File: config.mk
export PLATFORM = sky130hd
export DESIGN_NAME = ldm_ctrl_flat
export DESIGN_NICKNAME = d
export VERILOG_FILES = /design/src/rtl/ldm_ctrl_if.sv /design/src/rtl/ldm_ctrl.sv /design/src/flat_wrapper.sv
export SDC_FILE = /design/constraint.sdc
export NUM_CORES = 1
export LEC_CHECK = 0
export CAP_MARGIN = 15
export CORE_MARGIN = 8
export CORE_UTILIZATION = 35
export DETAILED_ROUTE_END_ITERATION = 7
export GPL_ROUTABILITY_DRIVEN = 0
export MAX_ROUTING_LAYER = met4
export SYNTH_ARGS = -nofsm -noshare
export SYNTH_HDL_FRONTEND = slang
export SYNTH_SLANG_ARGS = --single-unit
File: constraint.sdc
create_clock -name i_clk -period 4.7 [get_ports i_clk]
set_input_delay 0.705 -clock i_clk [delete_from_list [all_inputs] [get_ports i_clk]]
set_output_delay 0.705 -clock i_clk [all_outputs]
set_load 0.1 [all_outputs]
File: src/rtl/ldm_ctrl_if.sv
// Operand-mux side bundle of the LDM/STM sequencer: instruction/control inputs plus beat outputs.
// The sequencer uses the slave view; the EX stage (or a bench) uses the master view.
interface ldm_ctrl_if #(
    parameter int unsigned DW = 32
);
    logic          i_is_ldm;
    logic [15:0]   i_reg_list;
    logic          i_pre;
    logic          i_up;
    logic          i_stall;
    logic          i_flush;
    logic [DW-1:0] i_rf_rd_data;

    logic [3:0]    o_rf_rd_code;
    logic [DW-1:0] o_ldm_offset;
    logic          o_ldm_mem_vld;
    logic [3:0]    o_ldm_reg_code;
    logic [DW-1:0] o_ldm_reg;
    logic          o_hold;
    logic          o_done;
    logic [DW-1:0] o_wb_base_offset;

    modport slave (
        input  i_is_ldm, i_reg_list, i_pre, i_up, i_stall, i_flush, i_rf_rd_data,
        output o_rf_rd_code, o_ldm_offset, o_ldm_mem_vld, o_ldm_reg_code, o_ldm_reg,
               o_hold, o_done, o_wb_base_offset
    );

    modport master (
        output i_is_ldm, i_reg_list, i_pre, i_up, i_stall, i_flush, i_rf_rd_data,
        input  o_rf_rd_code, o_ldm_offset, o_ldm_mem_vld, o_ldm_reg_code, o_ldm_reg,
               o_hold, o_done, o_wb_base_offset
    );
endinterface

File: src/rtl/ldm_ctrl.sv
// LDM/STM block-transfer sequencer: walks the register list lowest-first, one beat per register,
// holding the pipeline until the final beat is accepted, then reports the base write-back offset.
module ldm_ctrl #(
    parameter int unsigned DW   = 32,
    parameter int unsigned STEP = 4
) (
    input  logic           i_clk,
    input  logic           i_rst_n,
    ldm_ctrl_if.slave      bus
);
    localparam logic [0:0] S_IDLE = 1'b0;
    localparam logic [0:0] S_XFER = 1'b1;

    logic [0:0]    r_state;
    logic [15:0]   r_rem;
    logic [DW-1:0] r_off;
    logic [4:0]    r_n;
    logic          r_up;

    logic [0:0]    w_state_nxt;
    logic [15:0]   w_rem_nxt;
    logic [DW-1:0] w_off_nxt;
    logic [4:0]    w_n_nxt;
    logic          w_up_nxt;

    logic [4:0]    w_cnt;
    logic [3:0]    w_low;
    logic          w_last;
    logic [DW-1:0] w_step;
    logic [DW-1:0] w_span_in;
    logic [DW-1:0] w_span_n;

    logic          w_hold;
    logic          w_done;
    logic          w_vld;
    logic [3:0]    w_code;
    logic [DW-1:0] w_offset;
    logic [DW-1:0] w_wb;

    // List statistics: incoming popcount, lowest pending register, last-beat detect.
    always_comb begin
        w_cnt = 5'd0;
        w_low = 4'd0;
        for (int k = 0; k < 16; k++) begin
            w_cnt = w_cnt + 5'(bus.i_reg_list[k]);
        end
        for (int k = 15; k >= 0; k--) begin
            if (r_rem[k]) w_low = 4'(k);
        end
        w_last = ((r_rem & (r_rem - 16'd1)) == 16'd0);
    end

    assign w_step    = DW'(STEP);
    assign w_span_in = DW'(STEP * 32'(w_cnt));
    assign w_span_n  = DW'(STEP * 32'(r_n));

    always_ff @(posedge i_clk or negedge i_rst_n) begin
        if (!i_rst_n) begin
            r_state <= S_IDLE;
            r_rem   <= 16'd0;
            r_off   <= '0;
            r_n     <= 5'd0;
            r_up    <= 1'b0;
        end else begin
            r_state <= w_state_nxt;
            r_rem   <= w_rem_nxt;
            r_off   <= w_off_nxt;
            r_n     <= w_n_nxt;
            r_up    <= w_up_nxt;
        end
    end

    // Next state and beat outputs; flush (and reset) override everything and silence all outputs.
    always_comb begin
        w_state_nxt = r_state;
        w_rem_nxt   = r_rem;
        w_off_nxt   = r_off;
        w_n_nxt     = r_n;
        w_up_nxt    = r_up;
        w_hold      = 1'b0;
        w_done      = 1'b0;
        w_vld       = 1'b0;
        w_code      = 4'd0;
        w_offset    = '0;
        w_wb        = '0;

        if (!i_rst_n || bus.i_flush) begin
            w_state_nxt = S_IDLE;
            w_rem_nxt   = 16'd0;
        end else begin
            case (r_state)
                S_IDLE: begin
                    if (bus.i_is_ldm) begin
                        if (bus.i_reg_list == 16'd0) begin
                            w_done = 1'b1;
                        end else begin
                            w_rem_nxt   = bus.i_reg_list;
                            w_n_nxt     = w_cnt;
                            w_up_nxt    = bus.i_up;
                            w_hold      = 1'b1;
                            w_state_nxt = S_XFER;
                            // Start at the lowest address of the block so beats always ascend.
                            case ({bus.i_pre, bus.i_up})
                                2'b01:   w_off_nxt = '0;
                                2'b11:   w_off_nxt = w_step;
                                2'b00:   w_off_nxt = w_step - w_span_in;
                                default: w_off_nxt = '0 - w_span_in;
                            endcase
                        end
                    end
                end
                S_XFER: begin
                    w_vld    = 1'b1;
                    w_code   = w_low;
                    w_offset = r_off;
                    if (bus.i_stall) begin
                        w_hold = 1'b1;
                    end else if (!w_last) begin
                        w_rem_nxt = r_rem & (r_rem - 16'd1);
                        w_off_nxt = r_off + w_step;
                        w_hold    = 1'b1;
                    end else begin
                        w_done      = 1'b1;
                        w_wb        = r_up ? w_span_n : ('0 - w_span_n);
                        w_rem_nxt   = 16'd0;
                        w_state_nxt = S_IDLE;
                    end
                end
                default: begin
                    w_state_nxt = S_IDLE;
                    w_rem_nxt   = 16'd0;
                end
            endcase
        end
    end

    assign bus.o_hold           = w_hold;
    assign bus.o_done           = w_done;
    assign bus.o_ldm_mem_vld    = w_vld;
    assign bus.o_ldm_reg_code   = w_code;
    assign bus.o_rf_rd_code     = w_code;
    assign bus.o_ldm_offset     = w_offset;
    assign bus.o_wb_base_offset = w_wb;
    assign bus.o_ldm_reg        = w_vld ? bus.i_rf_rd_data : '0;
endmodule

File: src/flat_wrapper.sv
// flat-port wrapper written by rule: the top's interface ports become plain ports
module ldm_ctrl_flat 
#(
    parameter int unsigned DW   = 32,
    parameter int unsigned STEP = 4
)
  (i_clk, i_rst_n, bus_i_is_ldm, bus_i_reg_list, bus_i_pre, bus_i_up, bus_i_stall, bus_i_flush, bus_i_rf_rd_data, bus_o_rf_rd_code, bus_o_ldm_offset, bus_o_ldm_mem_vld, bus_o_ldm_reg_code, bus_o_ldm_reg, bus_o_hold, bus_o_done, bus_o_wb_base_offset);
  ldm_ctrl_if #(.DW(DW)) bus_i ();
  input  logic i_clk;
  input  logic i_rst_n;
  input wire logic [$bits(bus_i.i_is_ldm)-1:0] bus_i_is_ldm;
  input wire logic [$bits(bus_i.i_reg_list)-1:0] bus_i_reg_list;
  input wire logic [$bits(bus_i.i_pre)-1:0] bus_i_pre;
  input wire logic [$bits(bus_i.i_up)-1:0] bus_i_up;
  input wire logic [$bits(bus_i.i_stall)-1:0] bus_i_stall;
  input wire logic [$bits(bus_i.i_flush)-1:0] bus_i_flush;
  input wire logic [$bits(bus_i.i_rf_rd_data)-1:0] bus_i_rf_rd_data;
  output wire logic [$bits(bus_i.o_rf_rd_code)-1:0] bus_o_rf_rd_code;
  output wire logic [$bits(bus_i.o_ldm_offset)-1:0] bus_o_ldm_offset;
  output wire logic [$bits(bus_i.o_ldm_mem_vld)-1:0] bus_o_ldm_mem_vld;
  output wire logic [$bits(bus_i.o_ldm_reg_code)-1:0] bus_o_ldm_reg_code;
  output wire logic [$bits(bus_i.o_ldm_reg)-1:0] bus_o_ldm_reg;
  output wire logic [$bits(bus_i.o_hold)-1:0] bus_o_hold;
  output wire logic [$bits(bus_i.o_done)-1:0] bus_o_done;
  output wire logic [$bits(bus_i.o_wb_base_offset)-1:0] bus_o_wb_base_offset;
  assign bus_i.i_is_ldm = bus_i_is_ldm;
  assign bus_i.i_reg_list = bus_i_reg_list;
  assign bus_i.i_pre = bus_i_pre;
  assign bus_i.i_up = bus_i_up;
  assign bus_i.i_stall = bus_i_stall;
  assign bus_i.i_flush = bus_i_flush;
  assign bus_i.i_rf_rd_data = bus_i_rf_rd_data;
  assign bus_o_rf_rd_code = bus_i.o_rf_rd_code;
  assign bus_o_ldm_offset = bus_i.o_ldm_offset;
  assign bus_o_ldm_mem_vld = bus_i.o_ldm_mem_vld;
  assign bus_o_ldm_reg_code = bus_i.o_ldm_reg_code;
  assign bus_o_ldm_reg = bus_i.o_ldm_reg;
  assign bus_o_hold = bus_i.o_hold;
  assign bus_o_done = bus_i.o_done;
  assign bus_o_wb_base_offset = bus_i.o_wb_base_offset;
  ldm_ctrl #(.DW(DW), .STEP(STEP)) u_core (.i_clk(i_clk), .i_rst_n(i_rst_n), .bus(bus_i));
endmodule
# Yosys cells after proc, flatten, opt, wreduce, memory -nomap -nowiden
# Cells that the tools add are included.
[classes]
reduce_logical = 8
muxes = 52
eq_ne = 9
add_sub_neg = 20
bitwise_logic = 4
[ops]
columns = ["op", "n"]
rows = [
  ["$mux W32", 12],
  ["$pmux W32 S3", 1],
  ["$mux W16", 5],
  ["$mux W4", 18],
  ["$add A5 B1 Y5", 14],
  ["$pmux W32 S2", 1],
  ["$add A32 B3 Y32 const B", 1],
  ["$logic_not A16 Y1", 2],
  ["$pmux W16 S2", 1],
  ["$and A16 B16 Y16", 1],
  ["$sub A1 B7 Y8 const A", 2],
  ["$sub A16 B1 Y16 const B", 1],
  ["$mux W1", 12],
  ["$ne A2 B2 Y1 const B", 4],
  ["$sub A3 B7 Y8 const A", 1],
  ["$ne A3 B2 Y1 const B", 2],
  ["$reduce_and A5 Y1", 1],
  ["$pmux W1 S2", 2],
  ["$reduce_and A4 Y1", 1],
  ["$ne A3 B3 Y1 const B", 1],
  ["$not A1 Y1", 3],
  ["$reduce_and A3 Y1", 1],
  ["$add A1 B1 Y2", 1],
  ["$eq A2 B1 Y1 const B", 1],
  ["other kinds (4)", 4],
]
[totals]
out_inout_bits = 107
word_cells = 98
input_bits = 55
ff_bits = 55

# Depth between registers and ports, before layout
[logic_depth]
word_depth = 20
depth_mapped = 20
ltp_nobuf = 20

# Worst setup path after synthesis
# No wires, ideal clock.
[synth_path]
path_type = "reg2out"
from = "register u_core.r_rem[6]"
to = "output port bus_o_wb_base_offset[10]"
required_time_ps = 3995
n_path_buf = 1
path_stages_with_launch = 9
arrival_ps = 6156
path_slack_ps = -2161
cell_sequence = "dfrtp_1 nor4_4 nand3_4 a2111oi_4 nand4_2 nor2_1 nand2_1 a211oi_1 buf_4"
[synth_between]
elab_chain_cells = 7
[synth_lines]
columns = ["element", "line", "source"]
rows = [
  ["start, declared", "ldm_ctrl.sv:15", "logic [15:0] r_rem;"],
  ["start signal, assigned", "ldm_ctrl.sv:66", "r_rem <= w_rem_nxt;"],
  ["$sub A16 B1 Y16", "ldm_ctrl.sv:50", "w_last = ((r_rem & (r_rem - 16'd1)) == 16'd0);"],
  ["$and A16 B16 Y16 (*)", "ldm_ctrl.sv:50", ""],
  ["$logic_not A16 Y1 (*)", "ldm_ctrl.sv:50", ""],
  ["$mux W32 (*)", "ldm_ctrl.sv:118", "end else if (!w_last) begin"],
  ["$mux W32 (*)", "ldm_ctrl.sv:116", "if (bus.i_stall) begin"],
  ["$mux W32 (*)", "ldm_ctrl.sv:91", "case (r_state)"],
  ["$mux W32 (*)", "ldm_ctrl.sv:87", "if (!i_rst_n || bus.i_flush) begin"],
  ["end, declared", "flat_wrapper.sv:25", "output wire logic [$bits(bus_i.o_wb_base_offset)-1:0] bus_o_wb_base_offset;"],
]
# Every way passes the cells marked *; elsewhere a longest branch is shown, timed or not.

# Worst setup path after layout
[layout_path]
from = "input port bus_i_reg_list[0]"
to = "register u_core.r_off[12]"
[layout_between]
elab_chain_cells = 20
elab_cells_between_ends = 24
classes_between = "17 x add/sub; 1 x eq/ne; 4 x mux; 2 x reduce/logical"
[layout_lines]
columns = ["element", "line", "source"]
rows = [
  ["start, declared", "flat_wrapper.sv:12", "input wire logic [$bits(bus_i.i_reg_list)-1:0] bus_i_reg_list;"],
  ["$add A1 B1 Y2", "ldm_ctrl.sv:45", "w_cnt = w_cnt + 5'(bus.i_reg_list[k]);"],
  ["$add A5 B1 Y5 (14 in a row)", "ldm_ctrl.sv:45", ""],
  ["$sub A1 B7 Y8 / $sub A3 B7 Y8 (equally long branches)", "ldm_ctrl.sv:107, ldm_ctrl.sv:106", ""],
  ["$pmux W32 S3", "ldm_ctrl.sv:103", "case ({bus.i_pre, bus.i_up})"],
  ["$mux W32", "ldm_ctrl.sv:94", "if (bus.i_reg_list == 16'd0) begin"],
  ["$mux W32", "ldm_ctrl.sv:93", "if (bus.i_is_ldm) begin"],
  ["$pmux W32 S2", "ldm_ctrl.sv:91", ""],
  ["end signal, assigned", "ldm_ctrl.sv:67", "r_off <= w_off_nxt;"],
  ["end, declared", "ldm_ctrl.sv:16", "logic [DW-1:0] r_off;"],
]
# Parallel ways exist; a longest one is shown, timed or not. The select of a mux whose other input is x is not followed.
# A chain may end at the register's enable or synchronous reset.

==> results.txt <==
----------------------------------------------------
[Status]
  Result of the run ... finished with violations
  Violations in the final reports ... setup timing

[Global routing]
  Number of antenna violations at the first check in global routing ... 0
  Vias in the first global route ... 5,064
  Remaining global-route overflow ... 0
  Pin count of the biggest net entering global routing ... 109
  Total GRT Usage ... 18.5%
  Wire length of the first global-routing pass ... 26.6 mm

[Timing]
  Final worst slack ... -241 ps
  Minimum period implied by the final worst setup slack ... 4940 ps
  Maximum operating frequency ... 202 MHz
  Final setup violation count ... 27
  Pins over their slew limit ... 0
  Worst-margin pin slew ... 1100 ps
  Max transition margin ... 26.8%
  WHS ... 525 ps
  Final hold viol count ... 0
  RSZ-0062 raised after global routing ... yes
  Total negative slack for setup checks ... -2710 ps
  Part of the cycle the worst path needs ... 105%
  Clock Skew ... 9.46 ps

[Power]
  Leakage dissipation ... 3.27 nW
  Maximum ir drop on the vdd rail ... 0.186 mV
  Power density relative to cell area ... 374 nW/um^2

[Floorplan]
  Floorplan die area ... 17,400 sq um
  Width of the chip ... 132 microns
  Number of placed I/O pins ... 162
  Vertical die dimension ... 132 microns
  Area of the core ... 13,200 sq um
  Standard-cell row count ... 42
  Initial Utilization ... 35.7%

[Yosys]
  Synth Cell Area ... 4710 sq um
  Leading register cell type out of synthesis ... dfrtp_1
  Area share of and/or/nand/nor cells after synthesis ... 35.3%
  Adder-Cell Fraction of Synth Area ... 7.17%
  Fraction of the mapped netlist area in compound gates ... 15.1%
  Avg Inst Size Synth ... 7.72 sq um
  Share of synthesized registers carrying an async set or reset ... 100%
  Number of instances in the synthesized netlist ... 610
  Fraction of synthesized area in multiplexers ... 1.09%
  Dominant combinational cell family by area after synthesis ... simple AND/OR/NAND/NOR gates
  Count of yosys warnings during synthesis ... 0
  Fraction of the yosys area taken by sequential cells ... 28.2%
  Count of different cell masters after synthesis ... 57
  Number of flops mapped to enable cells by yosys ... 0
  Synthesized flop and latch total ... 53
  Xor/xnor cell area share of the yosys netlist ... 1.49%

[Setup path]
  Endpoint class of the critical path ... register
  Slowest stage delay, CP ... 560 ps
  Startpoint of the worst setup timing path ... bus_i_reg_list[0]
  Ordered cell list for the critical path ... buf_12, inv_12, ha_4, inv_2, fa_1, fa_1, fa_1, fa_1, fa_2, fa_2, xnor2_2, inv_1, ha_2, o21ai_2, nor2_1, o21ai_1, nand4_1, buf_12, o41ai_2, a311o_1
  Largest fanout of any net on the critical path ... 7
  Data required, critical path ... 4890 ps
  Critical path launch point type ... input port
  Worst-path cell with the longest stage delay ... fa_1
  Terminus of the critical flop-to-flop path ... u_core.r_off[5]
  Worst reg2reg setup slack ... 1240 ps
  Worst reg2reg path depth ... 8
  Crit path top cell by count ... fa_1
  Arrival time reported for the critical path endpoint ... 5130 ps
  Critical path type ... input port to register
  Reg-to-reg startpoint ... u_core.r_state

[Placement]
  Detailed placer's ending HPWL ... 11.9 mm
  Area after DPL ... 6560 sq um
  IO buf count ... 157

[Route]
  Vias post-DR ... 4,976
  Routed wire length ... 16.1 mm
  Initial drt markers ... 410
  Via/cell ratio ... 5.41
  Number of remaining DRC errors ... 0
  Routed wire length per instance ... 17.5 microns
  Number of iterations in the first detailed-routing pass ... 5
  Number of antenna-violating nets in the routed design ... 0

[Clock network]
  H-tree lvl count ... 2
  Buffer type at the clock tree root ... clkbuf_16
  Clock buffers created by TritonCTS ... 5
  TritonCTS clock tree ... yes
  Total clock sinks ... 53
  Clock insertion delay at the later pin of the skew report ... 300 ps
  Count of hold buffers inserted by post-cts repair ... 0
  Clock transition at the registers of the reported paths ... 80 ps
  Buffer levels on the longest clock path ... 2

[Layout]
  Number of nets in the final layout ... 818
  Diodes inserted ... 0
  Fillers ... 1,240
  Fraction of final layout cells sized beyond drive strength 1 ... 25.3%
  Final cell area excluding filler cells ... 6810 sq um
  Layout area overhead ... 44.6%

[Job]
  Max capacitance violation total ... 0

[Worst hold path]
  Worst Hold Class ... register to register
  Count of cells along the worst hold path ... 2
  Worst min-delay path endpoint ... u_core.r_n[0]
  Worst Hold Launch ... u_core.r_n[0]

----------------------------------------------------
## area by class of cell
class | instances | area, sq um | area share, %
repair buffers | 195 | 2000 | 29.3
well taps | 176 | 220 | 3.23
clock buffers | 5 | 125 | 1.84
inverters | 34 | 145 | 2.13
clock inverters | 3 | 25.0 | 0.367
multi-input cells | 453 | 2970 | 43.6
flip-flops and latches | 53 | 1330 | 19.5
## logic make-up after synthesis
family / Yosys count
multiplexers: 5
flip-flops: 53
AND/OR/NAND/NOR: 305
other: 1
buffers and inverters: 107
AO/OA/AOI/OAI: 110
adder cells (fa/ha/maj): 21
XOR/XNOR: 8
## where the power goes
group | internal (mW) | leakage (nW) | switching [mW] | total, mW
registers | 0.598 | 0.655 | 0.222 | 0.820
logic | 0.651 | 2.54 | 0.686 | 1.34
clock network | 0.201 | 0.0704 | 0.191 | 0.393
total | 1.45 | 3.27 | 1.10 | 2.55
## layer usage
metal / vias up / wire length (microns) / track usage, %
met5: - / 0 / -
met1: 2406 / 7260 / 23.5
met3: 14 / 790 / 2.55
met2: 163 / 7830 / 30.6
li1: 2393 / - / -
met4: 0 / 189 / 3.96
## worst max path at each step
stage	slack (ps)	end
floorplan	-190	u_core.r_off[7]
global placement	-1030	u_core.r_off[12]
detailed placement	-1120	u_core.r_off[12]
CTS	-260	u_core.r_off[12]
global route	-440	u_core.r_off[12]
finish	-240	u_core.r_off[12]
## cells in the final DEF (no fill, tap or decap), types with 6 or more instances in the layout
cell,instances
a21oi_1,31
and2_1,9
and3_1,75
buf_12,32
buf_4,108
clkdlybuf4s50_1,46
dfrtp_1,52
fa_1,8
ha_1,9
inv_1,31
nand2_1,60
nand3_1,25
nand4_1,16
nor2_1,56
nor2b_1,6
nor3_1,14
nor4_1,6
o211ai_1,8
o21ai_0,25
or4_1,9
## critical path: cells and delay by family
kind | cells | cell delay, ps
buf+inv | 5 | 360
fa+ha+maj | 8 | 3170
simple gates | 2 | 210
compound gates | 4 | 530
xor+xnor | 1 | 150
## metrics by stage
step                      utilization [%]  setup WS (ps)  std cells  power [mW]
after floorplan                         -           -190        613        1.60
after global placement               49.7          -1030        908        1.98
after detailed placement             49.7          -1120        908        2.02
after CTS                            51.6           -257        920        2.51
after global routing                 51.6           -437        919        2.73
final                                51.6           -241        919        2.55
## what timing repair did
item	CTS	global route
resized for setup	33	6
endpoints found under the hold margin	0	0
pin swaps	17	4
setup buffers	5	2
setup endpoints to repair	31	29
## Yosys cell counts, types with 4 or more instances
library cell / instances / share of area, %
a211oi_1: 5 / 0.80
inv_1: 34 / 2.7
nor2b_1: 7 / 0.93
nor3_1: 15 / 1.6
and2_1: 9 / 1.2
dfrtp_1: 53 / 28
or4_1: 9 / 1.4
mux2i_1: 4 / 0.85
a21oi_1: 32 / 3.4
nor4_1: 7 / 0.93
a21o_1: 4 / 0.64
nand3_1: 29 / 3.1
and3_1: 75 / 10
ha_1: 11 / 2.9
clkbuf_1: 30 / 2.4
nor2_1: 56 / 4.5
a22oi_1: 5 / 0.80
buf_2: 7 / 0.74
xnor2_1: 7 / 1.3
nand2_1: 60 / 4.8
o211ai_1: 8 / 1.3
nand4b_1: 5 / 0.93
buf_4: 33 / 5.3
nand4_1: 16 / 2.1
o21ai_0: 29 / 3.1
a2bb2oi_1: 4 / 0.74
fa_1: 10 / 4.2
## state kept, by name, indices dropped and copies added, names as in the netlist
name,cells
u_core.r_state,1
u_core.r_rem,16
u_core.r_n,5
u_core.r_up,1
u_core.r_off,30
Note: power is estimated with default switching activity, not from simulation.
